File: src/rtl/jpeg_mcu_sched.sv
// MCU scheduler and block-tag pipeline controller for the JPEG decoder.
// Walks the blocks of each MCU in sampling-mode order and tags them.
// Handles restart intervals and tracks each tag through a chain of
// downstream stages that shift forward as each stage finishes.
module jpeg_mcu_sched #(
    parameter int unsigned STAGES = 4,
    parameter int unsigned XW     = 13,
    parameter int unsigned DIMW   = 16,
    localparam int unsigned TAGW  = 5 + 2 * XW
) (
    input  logic                   clk,
    input  logic                   rst,
    input  logic                   start,
    input  logic [1:0]             mode,
    input  logic [DIMW-1:0]        width,
    input  logic [DIMW-1:0]        height,
    input  logic [15:0]            rst_intv,
    input  logic                   blk_done,
    output logic                   blk_req,
    output logic [1:0]             cur_comp,
    output logic [2:0]             cur_blk,
    output logic [XW-1:0]          cur_x,
    output logic [XW-1:0]          cur_y,
    output logic                   dc_reset,
    output logic                   rst_wait,
    input  logic                   rst_marker,
    input  logic [2:0]             rst_idx,
    input  logic [STAGES-1:0]      stg_done,
    output logic [STAGES-1:0]      stg_valid,
    output logic [STAGES*TAGW-1:0] stg_tag,
    output logic [XW-1:0]          mcu_w,
    output logic [XW-1:0]          mcu_h,
    output logic                   busy,
    output logic                   frame_done,
    output logic                   err
);

    // One spare bit so the round-up add cannot overflow
    localparam int unsigned EW = DIMW + 1;

    typedef enum logic [2:0] {StIdle, StDec, StRwait, StDrain, StDone} state_e;

    state_e            state_q, state_d;
    logic [1:0]        mode_q;
    logic [15:0]       intv_q, rcnt_q, rcnt_inc;
    logic [XW-1:0]     mcu_w_q, mcu_h_q, x_q, y_q, mcu_w_new, mcu_h_new;
    logic [2:0]        blk_q, exp_idx_q, blk_last_idx;
    logic              err_q, dc_reset_q;
    logic [EW-1:0]     w_ext, h_ext;
    logic              start_ok, dim_zero, accept, last_blk, last_mcu, rst_hit;
    logic [TAGW-1:0]   cur_tag;
    logic [STAGES-1:0] valid_q, fin_q, fin_eff, move, in_valid;
    logic [TAGW-1:0]   tag_q  [STAGES];
    logic [TAGW-1:0]   in_tag [STAGES];

    // Block order within an MCU: last block index and component of current block
    always_comb begin
        blk_last_idx = 3'd0;
        cur_comp     = 2'd0;
        case (mode_q)
            2'd0: begin
                blk_last_idx = 3'd2;
                cur_comp     = blk_q[1:0];
            end
            2'd1: begin
                blk_last_idx = 3'd3;
                cur_comp     = (blk_q < 3'd2) ? 2'd0 : 2'(blk_q - 3'd1);
            end
            2'd2: begin
                blk_last_idx = 3'd5;
                cur_comp     = (blk_q < 3'd4) ? 2'd0 : 2'(blk_q - 3'd3);
            end
            default: begin
                blk_last_idx = 3'd0;
                cur_comp     = 2'd0;
            end
        endcase
    end

    // Frame geometry and progress decode
    always_comb begin
        w_ext     = {1'b0, width};
        h_ext     = {1'b0, height};
        mcu_w_new = (mode == 2'd1 || mode == 2'd2) ? XW'((w_ext + EW'(15)) >> 4)
                                                   : XW'((w_ext + EW'(7)) >> 3);
        mcu_h_new = (mode == 2'd2) ? XW'((h_ext + EW'(15)) >> 4)
                                   : XW'((h_ext + EW'(7)) >> 3);
        dim_zero  = (width == '0) || (height == '0);
        start_ok  = start && (state_q == StIdle);
        accept    = blk_done && blk_req;
        last_blk  = (blk_q == blk_last_idx);
        last_mcu  = last_blk && (x_q == mcu_w_q - XW'(1)) && (y_q == mcu_h_q - XW'(1));
        rcnt_inc  = rcnt_q + 16'd1;
        rst_hit   = (intv_q != 16'd0) && (rcnt_inc == intv_q);
        cur_tag   = {cur_comp, blk_q, x_q, y_q};
    end

    // FSM state register
    always_ff @(posedge clk or negedge rst) begin
        if (!rst) state_q <= StIdle;
        else      state_q <= state_d;
    end

    // FSM next state
    always_comb begin
        state_d = state_q;
        unique case (state_q)
            StIdle:  if (start && !dim_zero) state_d = StDec;
            StDec: begin
                if (accept && last_blk) begin
                    if (last_mcu)     state_d = StDrain;
                    else if (rst_hit) state_d = StRwait;
                end
            end
            StRwait: if (rst_marker) state_d = StDec;
            StDrain: if (valid_q == '0) state_d = StDone;
            StDone:  state_d = StIdle;
            default: state_d = StIdle;
        endcase
    end

    // FSM outputs
    always_comb begin
        busy       = (state_q != StIdle);
        rst_wait   = (state_q == StRwait);
        frame_done = (state_q == StDone);
        blk_req    = (state_q == StDec) && (!valid_q[0] || move[0]);
    end

    // Frame config, MCU walk, restart tracking and sticky error
    always_ff @(posedge clk or negedge rst) begin
        if (!rst) begin
            mode_q     <= 2'd0;
            intv_q     <= 16'd0;
            mcu_w_q    <= '0;
            mcu_h_q    <= '0;
            x_q        <= '0;
            y_q        <= '0;
            blk_q      <= 3'd0;
            rcnt_q     <= 16'd0;
            exp_idx_q  <= 3'd0;
            err_q      <= 1'b0;
            dc_reset_q <= 1'b0;
        end else begin
            dc_reset_q <= 1'b0;
            if (start_ok) begin
                if (dim_zero) begin
                    err_q <= 1'b1;
                end else begin
                    mode_q     <= mode;
                    intv_q     <= rst_intv;
                    mcu_w_q    <= mcu_w_new;
                    mcu_h_q    <= mcu_h_new;
                    x_q        <= '0;
                    y_q        <= '0;
                    blk_q      <= 3'd0;
                    rcnt_q     <= 16'd0;
                    exp_idx_q  <= 3'd0;
                    err_q      <= 1'b0;
                    dc_reset_q <= 1'b1;
                end
            end
            if (accept) begin
                if (last_blk) begin
                    blk_q  <= 3'd0;
                    rcnt_q <= rcnt_inc;
                    if (x_q == mcu_w_q - XW'(1)) begin
                        x_q <= '0;
                        y_q <= y_q + XW'(1);
                    end else begin
                        x_q <= x_q + XW'(1);
                    end
                end else begin
                    blk_q <= blk_q + 3'd1;
                end
            end
            // A marker outside the wait state is a stream error; inside it we
            // resync even when the index is wrong.
            if (rst_marker) begin
                if (state_q == StRwait) begin
                    if (rst_idx != exp_idx_q) err_q <= 1'b1;
                    rcnt_q     <= 16'd0;
                    exp_idx_q  <= exp_idx_q + 3'd1;
                    dc_reset_q <= 1'b1;
                end else begin
                    err_q <= 1'b1;
                end
            end
        end
    end

    // Pipeline shift: a finished stage moves when its successor is empty or moving
    always_comb begin
        fin_eff = fin_q | (stg_done & valid_q);
        move    = '0;
        move[STAGES-1] = valid_q[STAGES-1] && fin_eff[STAGES-1];
        for (int k = STAGES - 2; k >= 0; k--) begin
            move[k] = valid_q[k] && fin_eff[k] && (!valid_q[k+1] || move[k+1]);
        end
        in_valid[0] = accept;
        in_tag[0]   = cur_tag;
        for (int k = 1; k < STAGES; k++) begin
            in_valid[k] = move[k-1];
            in_tag[k]   = tag_q[k-1];
        end
        for (int k = 0; k < STAGES; k++) begin
            stg_tag[k*TAGW +: TAGW] = tag_q[k];
        end
    end

    // Pipeline stage registers
    always_ff @(posedge clk or negedge rst) begin
        if (!rst) begin
            valid_q <= '0;
            fin_q   <= '0;
            for (int k = 0; k < STAGES; k++) tag_q[k] <= '0;
        end else begin
            for (int k = 0; k < STAGES; k++) begin
                if (in_valid[k]) begin
                    valid_q[k] <= 1'b1;
                    fin_q[k]   <= 1'b0;
                    tag_q[k]   <= in_tag[k];
                end else if (move[k]) begin
                    valid_q[k] <= 1'b0;
                    fin_q[k]   <= 1'b0;
                end else begin
                    fin_q[k]   <= fin_eff[k];
                end
            end
        end
    end

    assign stg_valid = valid_q;
    assign cur_blk   = blk_q;
    assign cur_x     = x_q;
    assign cur_y     = y_q;
    assign mcu_w     = mcu_w_q;
    assign mcu_h     = mcu_h_q;
    assign dc_reset  = dc_reset_q;
    assign err       = err_q;

endmodule
File: config.mk
export PLATFORM = sky130hd
export DESIGN_NAME = jpeg_mcu_sched
export DESIGN_NICKNAME = d
export VERILOG_FILES = /design/src/rtl/jpeg_mcu_sched.sv
export SDC_FILE = /design/constraint.sdc
export NUM_CORES = 1
export LEC_CHECK = 0
export ABC_AREA = 1
export BUFFER_PORTS_ARGS = -buffer_cell sky130_fd_sc_hd__buf_2
export CORE_UTILIZATION = 45
export CTS_BUF_LIST = sky130_fd_sc_hd__clkbuf_8
export DETAILED_ROUTE_END_ITERATION = 10
export PLACE_DENSITY = 0.78
export SETUP_SLACK_MARGIN = 0.4
export SYNTH_ARGS = -nofsm -noshare
export SYNTH_HDL_FRONTEND = slang
export SYNTH_SLANG_ARGS = --single-unit
export TNS_END_PERCENT = 10
File: constraint.sdc
create_clock -name clk -period 3.5 [get_ports clk]
set_clock_uncertainty 0.05 [all_clocks]
set_input_delay 1.05 -clock clk [delete_from_list [all_inputs] [get_ports clk]]
set_output_delay 1.05 -clock clk [all_outputs]
set_load 0.01 [all_outputs]
=== Word-level counts from Yosys, hierarchy flattened ===
Index checks and enable logic that the tools add are counted.

* Add/subtract/negate cells: 13
* $lt $le $gt $ge: 2
* Equal/unequal tests: 19
* Multiplexer cells: 62
* Bitwise logic cells: 3
* Reduce and logical (&&, ||, !) cells: 41

{| class="wikitable"
|+ Operators with widths
! cell !! count
|-
| $mux 13 || 12
|-
| $mux 16 || 6
|-
| $mux 3 || 14
|-
| $add 16x4->17 const B || 2
|-
| $add 16x3->16 const B || 2
|-
| $logic_not 16->1 || 2
|-
| $add 13x1->13 const B || 2
|-
| $eq 13x13->1 || 2
|-
| $sub 13x1->13 const B || 2
|-
| $mux 1 || 25
|-
| $add 16x1->16 const B || 1
|-
| $eq 16x16->1 || 1
|-
| $reduce_bool 16->1 || 1
|-
| $logic_and 1x1->1 || 15
|-
| $pmux 3 s4 || 1
|-
| $reduce_bool 2->1 || 5
|-
| $pmux 3 s3 || 1
|-
| $add 3x1->3 const B || 2
|-
| $eq 3x2->1 const B || 2
|-
| $logic_or 1x1->1 || 6
|-
| $ne 2x1->1 const B || 3
|-
| $pmux 2 s3 || 1
|-
| $logic_not 1->1 || 5
|-
| $reduce_and 5->1 || 1
|-
| other kinds (21) || 26
|}

* Register bits: 229
* Input port bits: 62
* Output and inout bits: 191

=== Depth between registers and ports, before layout ===
Gate-level depths: netlist of run 1.

* Depth after elaboration: 15
* Mapped depth: 17

=== Worst setup path before layout of run 1 ===
No wires, ideal clock.

* Path kind: input to output
* From: in stg_done[2]
* To: out blk_req
* Data arrival time: 1.736 ns
* Required time: 2.400 ns
* Setup slack: 0.664 ns
* Stages: 8
* Path buffers: 0
* Cells stage by stage: inv_1 > a21oi_2 > nand2_1 > nand2_1 > nand2_2 > nand2_2 > nand2_2 > a21boi_2

* Word-level cells in the longest chain between the ends: 10

{| class="wikitable"
|+ Ends and longest elaborated chain
! item !! line !! source
|-
| start: declaration || 28 || <nowiki>input logic [STAGES-1:0] stg_done,</nowiki>
|-
| $and 4x4->4 || 194 || <nowiki>fin_eff = fin_q | (stg_done & valid_q);</nowiki>
|-
| $or 4x4->4 || 194 ||
|-
| $logic_and 1x1->1 (2 in series) || 198 || <nowiki>move[k] = valid_q[k] && fin_eff[k] && (!valid_q[k+1] || move[k+1]);</nowiki>
|-
| $logic_or 1x1->1 || 198 ||
|-
| $logic_and 1x1->1 || 198 ||
|-
| $logic_or 1x1->1 || 198 ||
|-
| $logic_and 1x1->1 || 198 ||
|-
| $logic_or 1x1->1 || 127 || <nowiki>blk_req = (state_q == StDec) && (!valid_q[0] || move[0]);</nowiki>
|-
| $logic_and 1x1->1 || 127 ||
|-
| end: declaration || 19 || <nowiki>output logic blk_req,</nowiki>
|}

No other way between the ends.

=== Worst setup path after layout of run 1 ===
Same ends and word-level chain as after synthesis.

==> results of run 1 <==
through the flow:
step	hold WS [ns]	setup WS [ns]	power (mW)
final	0.437	0.445	11.6
after global routing	0.457	0.364	12.6
after CTS	0.437	0.427	11.7
after detailed placement	0.422	0.404	9.15
after global placement	0.414	0.433	8.97
after floorplan	0.416	0.664	7.39
critical path, cell delays in order:
cell and delay, ns:
buf_6 0.07, inv_2 0.03, a21oi_2 0.12, nand2_1 0.08, nand2_2 0.08, nand2_2 0.06, nand2_2 0.08, nand2_2 0.07
a21boi_2 0.15, buf_2 0.16
layout by cell type (no fill, tap or decap), types with 13 or more instances in the layout:
| cell type | synthesis | routed |
|---|---|---|
| a21oi_1 | 66 | 66 |
| nand2_1 | 380 | 379 |
| nor3_1 | 20 | 20 |
| dfrtp_1 | 229 | 228 |
| ha_1 | 13 | 13 |
| mux2_2 | 26 | 26 |
| nand3_1 | 125 | 124 |
| nand3b_1 | 13 | 13 |
| buf_4 | 2 | 21 |
| buf_2 | 16 | 250 |
| o21ai_0 | 118 | 118 |
| nor2_1 | 138 | 138 |
| inv_1 | 191 | 200 |
| clkbuf_8 | 0 | 47 |
| nand4_1 | 13 | 13 |
| xor2_1 | 35 | 35 |
| xnor2_1 | 19 | 19 |
area by class of cell:
class                           instances  area (sq um)  area share
Sequential cell                       229          5730       0.387
Timing Repair Buffer                  276          1500       0.101
Clock buffer                           47           647      0.0437
Clock inverter                         21           160      0.0108
Multi-Input combinational cell       1079          5600       0.379
Inverter                              195           732      0.0495
Tap cell                              341           427      0.0288
how the worst max path moves through the flow:
| stage | startpoint | endpoint | slack [ns] | cells past startpoint |
|---|---|---|---|---|
| global placement | width[4] | rcnt_q[11] | 0.43 | 7 |
| finish | stg_done[2] | blk_req | 0.45 | 10 |
| CTS | stg_done[2] | blk_req | 0.43 | 10 |
| detailed placement | width[4] | rcnt_q[11] | 0.40 | 7 |
| floorplan | stg_done[2] | blk_req | 0.66 | 8 |
| global route | stg_done[2] | blk_req | 0.36 | 10 |
registers in the layout, summed over array words and instances, names as in the netlist, 3 cells and up:
signal     count
cur_blk        3
cur_x         13
cur_y         13
exp_idx_q      3
fin_q          4
intv_q        16
mcu_h         13
mcu_w         13
rcnt_q        16
state_q        3
stg_tag      124
stg_valid      4
where the power goes:
group,internal (mW),switching [mW]
Clock,1.38,1.11
Combinational,1.85,2.89
Sequential,3.60,0.805
repair_timing:
item                       4_1_cts  5_1_grt
hold endpoints to repair         0        0
buffers inserted                 0        1
setup endpoints to repair        0        2
hold buffers                     0        0
gates resized for setup          0        5
metal layers:
metal / vias up / routed length [um]
li1: 5598 / -
met1: 5461 / 15400
met2: 422 / 15600
met3: 82 / 2360
met4: 0 / 1380
met5: - / 0
logic make-up (layout without fill, tap and decap cells):
kind of cell    Yosys count  in the layout
compound gates          254            254
flops                   229            229
simple gates            731            731
fa+ha+maj                13             13
mux                      26             26
xor+xnor                 55             55
buf+inv                 249            539
==> flow_metrics.tcl, run 1 <==
set metrics [dict create \
    outcome "completed" \
    setup_violations 0 \
    design_area_sq_um 14800 \
    hold_class "reg2reg" \
    avgSynthCellArea_sq_um 7.90 \
    relSlewSlack 0.527 \
    synth_top_family_by_area "simple AND/OR/NAND/NOR gates" \
    htreeDepth 2 \
    grt_pass1_vias 11000 \
    wl_mm 34.7 \
    arrival_ns 1.95 \
    worstSetupPathType "in2out" \
    tightest_slew_ns 0.710 \
    synth_area_leaders "dfrtp_1 (47%), nand2_1 (12%), inv_1 (5.8%), nand3_1 (5.1%), o21ai_0 (4.8%)" \
    max_freq_mhz 327 \
    drv_cap 0 \
    synth_seq_cells 229 \
    clk_latency_ns 0.56 \
    drt_iter0_drc 865 \
    pin_count 253 \
    hold_viol 0 \
    nets 1895 \
    dp_hpwl_mm 25.8 \
    fin_crit_ns 3.05 \
    grt_antenna_before_repair 0 \
    grt_max_degree 89 \
    grt_pass1_wl_mm 56.0 \
    maxSlewViolCount 0 \
    hold_depth 2 \
    rows 60 \
    power_density_nw_per_um2 787 \
    synth_xor_area_frac 0.0403 \
    met1_usage 0.336 \
    vias 11600 \
    place_inst 2119 \
    cts-root-buf "clkbuf_8" \
    reg2reg_to "cur_y[2]" \
    drive_above_1_share 0.221 \
    grt_overflow_total 0 \
    fin_setup_tns_ns 0 \
    synth_commonest_cells "nand2_1 (380), dfrtp_1 (229), inv_1 (191)" \
    synthFlopType "dfrtp_1" \
    fin_util 0.551 \
    clkTransAtPathRegs_ns 0.06 \
    peakVddDrop_v 0.000305 \
    yosys.area.top_type "dfrtp_1" \
    synth.area.mux_share 0.0238 \
    ys_warn_count 0 \
    reg2regPathDepth 15 \
    synth-edff-count 0 \
    initial_core_util 0.458 \
    fill_cells 2486 \
    gp_congestion 0.931 \
    portBuffers 252 \
    grt_usage 0.247 \
    cp_data_required_time_ns 2.40 \
    rsz0062_at_grt "true" \
    cts_tree "done" \
    min_to "stg_tag[118]" \
    critPathMaxFanout 3 \
    yosysUniqueCellTypes 52 \
    cts_buffers 39 \
    finalNonFillerCells 2188 \
    rrSetupSlack_ns 0.79 \
    dieArea_sq_um 28000 \
    final_antenna_net_count 0 \
    synth-compound-area-share 0.118 \
    antennaDiodeCount 0 \
    synth_area_sq_um 12300 \
    cp-end-kind "primary output" \
    synth_fa_ha_area_frac 0.0132 \
    async_reset_ff_frac 1.00 \
    syn_nets 1632 \
    critPathLaunchType "primary input" \
    drc_errors 0 \
    core_area_sq_um 26900 \
    leakage_nw 7.63 \
    syn2layout_area_growth_pct 20.2 \
    use_met2 0.384 \
    die_w_um 167 \
    yosysTopAreaCellShare 0.466 \
    gr-max-usage-layer "met2" \
    clkSinkCount 229 \
    clk_path_buf_depth 3 \
    dpl_cell_area_sq_um 14000 \
    reg2reg_from "mcu_w[0]" \
    dieHeight_um 167 \
    wl_per_cell_um 15.8 \
    yosys.area_share.simple 0.258 \
    vias_per_cell 5.28 \
    drtPass1Iterations 5 \
    grt_use_met3 0.0496 \
    yosysMostFrequentCell "nand2_1" \
    min_from "stg_tag[118]" \
    ys_seq_area_frac 0.466 \
    fin_crit_sh 0.873 \
    syn_inst 1557 \
]
Note: power is estimated with default switching activity, not from simulation.
==> inputs of run 2 (changes only) <==
- GPL_TIMING_DRIVEN: not set -> 0
==> flow_metrics.tcl, run 2 (synthesized netlist as in run 1, its figures left out) <==
set metrics [dict create \
    outcome "completed" \
    drtPass1Iterations 6 \
    fin_crit_ns 3.07 \
    gr-max-usage-layer "met2" \
    portBuffers 252 \
    cts_tree "done" \
    arrival_ns 1.97 \
    clkSinkCount 229 \
    use_met2 0.430 \
    met1_usage 0.349 \
    cp_data_required_time_ns 2.40 \
    cts-root-buf "clkbuf_8" \
    tightest_slew_ns 0.891 \
    syn2layout_area_growth_pct 22.4 \
    critPathLaunchType "primary input" \
    hold_buffers 0 \
    setup_violations 0 \
    drt_iter0_drc 1048 \
    hold_viol 0 \
    drv_cap 0 \
    wl_per_cell_um 16.6 \
    critPathMaxFanout 2 \
    pwr-share-seq 0.363 \
    crit_chain "buf_2 -> inv_1 -> a21oi_2 -> nand2_2 -> nand2_2 -> nand2_2 -> nand2_4 -> nand2_4 -> a21boi_4 -> buf_6" \
    final_antenna_net_count 0 \
    final_common_cell "nand2_1" \
    cp-end-kind "primary output" \
    p_int_mw 7.16 \
    max_freq_mhz 326 \
    leakage_nw 7.74 \
    htreeDepth 2 \
    largest_reg_flops 124 \
    gp_congestion 0.971 \
    crit_top_cell "nand2_2" \
    grt_max_degree 124 \
    maxSlewViolCount 0 \
    core_area_sq_um 26900 \
    peakVddDrop_v 0.000341 \
    die_w_um 167 \
    grt_pass1_wl_mm 59.2 \
    p_sw_frac 0.413 \
    vias 11800 \
    initial_core_util 0.458 \
    wl_mm 37.1 \
    rows 60 \
    mostFrequentLayoutCells "nand2_1 (378), buf_2 (266), dfrtp_1 (226)" \
    cts_buffers 40 \
    power_switching_mw 5.04 \
    rsz0062_at_grt "true" \
    drive_above_1_share 0.223 \
    vias_per_cell 5.27 \
    pin_count 253 \
    dp_hpwl_mm 28.2 \
    grt_antenna_before_repair 0 \
    worstSetupPathType "in2out" \
    drc_errors 0 \
    critPathMaxStageDelay_ns 0.16 \
    power_density_nw_per_um2 810 \
    relSlewSlack 0.406 \
    clkPwrFrac 0.229 \
    grt_use_met3 0.0454 \
    crit_slowest_cell "a21boi_4" \
    antennaDiodeCount 0 \
    nets 1933 \
    dieHeight_um 167 \
    clkTransAtPathRegs_ns 0.06 \
    grt_usage 0.266 \
    grt_pass1_vias 11300 \
    hold_class "reg2reg" \
    total_power_mw 12.2 \
    setup_ws_ns 0.429 \
    clk_latency_ns 0.57 \
    clk_path_buf_depth 3 \
    grt_overflow_total 0 \
    power_frac_comb 0.408 \
    fin_crit_sh 0.877 \
    dp_slack_ns 0.0326 \
    dieArea_sq_um 28000 \
]
-- run 2: changes by cell type in the layout (fill, tap and decap cells not counted), sizes merged --
cell      change
inv           +1
buf           +8
bufinv        +3
clkbuf       +30
clkinvlp      -1
clkinv        +1
-- run 2: metrics by stage --
stage	cells	cell area [sq um]	util	hold slack (ns)	setup TNS (ns)
after floorplan	1557	12300	-	0.416	0
after global placement	2150	14000	0.521	0.414	-591.62
after detailed placement	2151	14000	0.522	0.419	0
after CTS	2228	15000	0.558	0.434	0
after global routing	2230	15100	0.560	0.466	0
final	2230	15100	0.560	0.435	0
-- run 2: cell type report --
cell class | count | area [sq um]
Fill cell | 2431 | 11800
Sequential cell | 229 | 5730
Multi-Input combinational cell | 1079 | 5640
Timing Repair Buffer | 259 | 1350
Inverter | 195 | 732
Clock buffer | 48 | 661
Tap cell | 341 | 427
Clock inverter | 25 | 263
Buffer | 54 | 260
-- run 2: final timing paths --
check / from / endpoint / slack (ns) / depth (start not counted)
setup / recovery: stg_done[2] / blk_req / 0.43 / 10
hold / removal: stg_tag[123] / stg_tag[123] / 0.43 / 2
setup reg to reg: mcu_w[0] / state_q[0] / 0.98 / 17
hold reg to reg: stg_tag[123] / stg_tag[123] / 0.43 / 2
max in group asynchronous: rst / stg_tag[40] / 1.87 / 2
min in group asynchronous: rst / rcnt_q[8] / 0.47 / 1
-- run 2: what timing repair did --
action                                  4_1_cts  5_1_grt
endpoints found under the setup margin        2        3
buffers inserted                              4        2
pin swaps                                     3        3
resized for setup                             5       10
-- run 2: routing by layer --
metal / routed length (um) / vias up
li1: - / 5690
met1: 15900 / 5529
met2: 17100 / 444
met3: 2430 / 97
met4: 1640 / 0
met5: 0 / -
-- run 2: worst max-delay path, delay by kind of cell --
family | cells | cell delay, ns
AO/OA/AOI/OAI | 2 | 0.29
buffers and inverters | 3 | 0.27
AND/OR/NAND/NOR | 5 | 0.36
-- run 2: power by group through the flow --
stage / Clock [mW] / Sequential [mW] / Combinational (mW)
floorplan: 0 / 4.62 / 2.77
global placement: 0 / 4.40 / 4.69
detailed placement: 0 / 4.44 / 4.84
CTS: 2.84 / 4.40 / 4.93
global route: 2.97 / 4.54 / 5.57
finish: 2.80 / 4.43 / 4.98
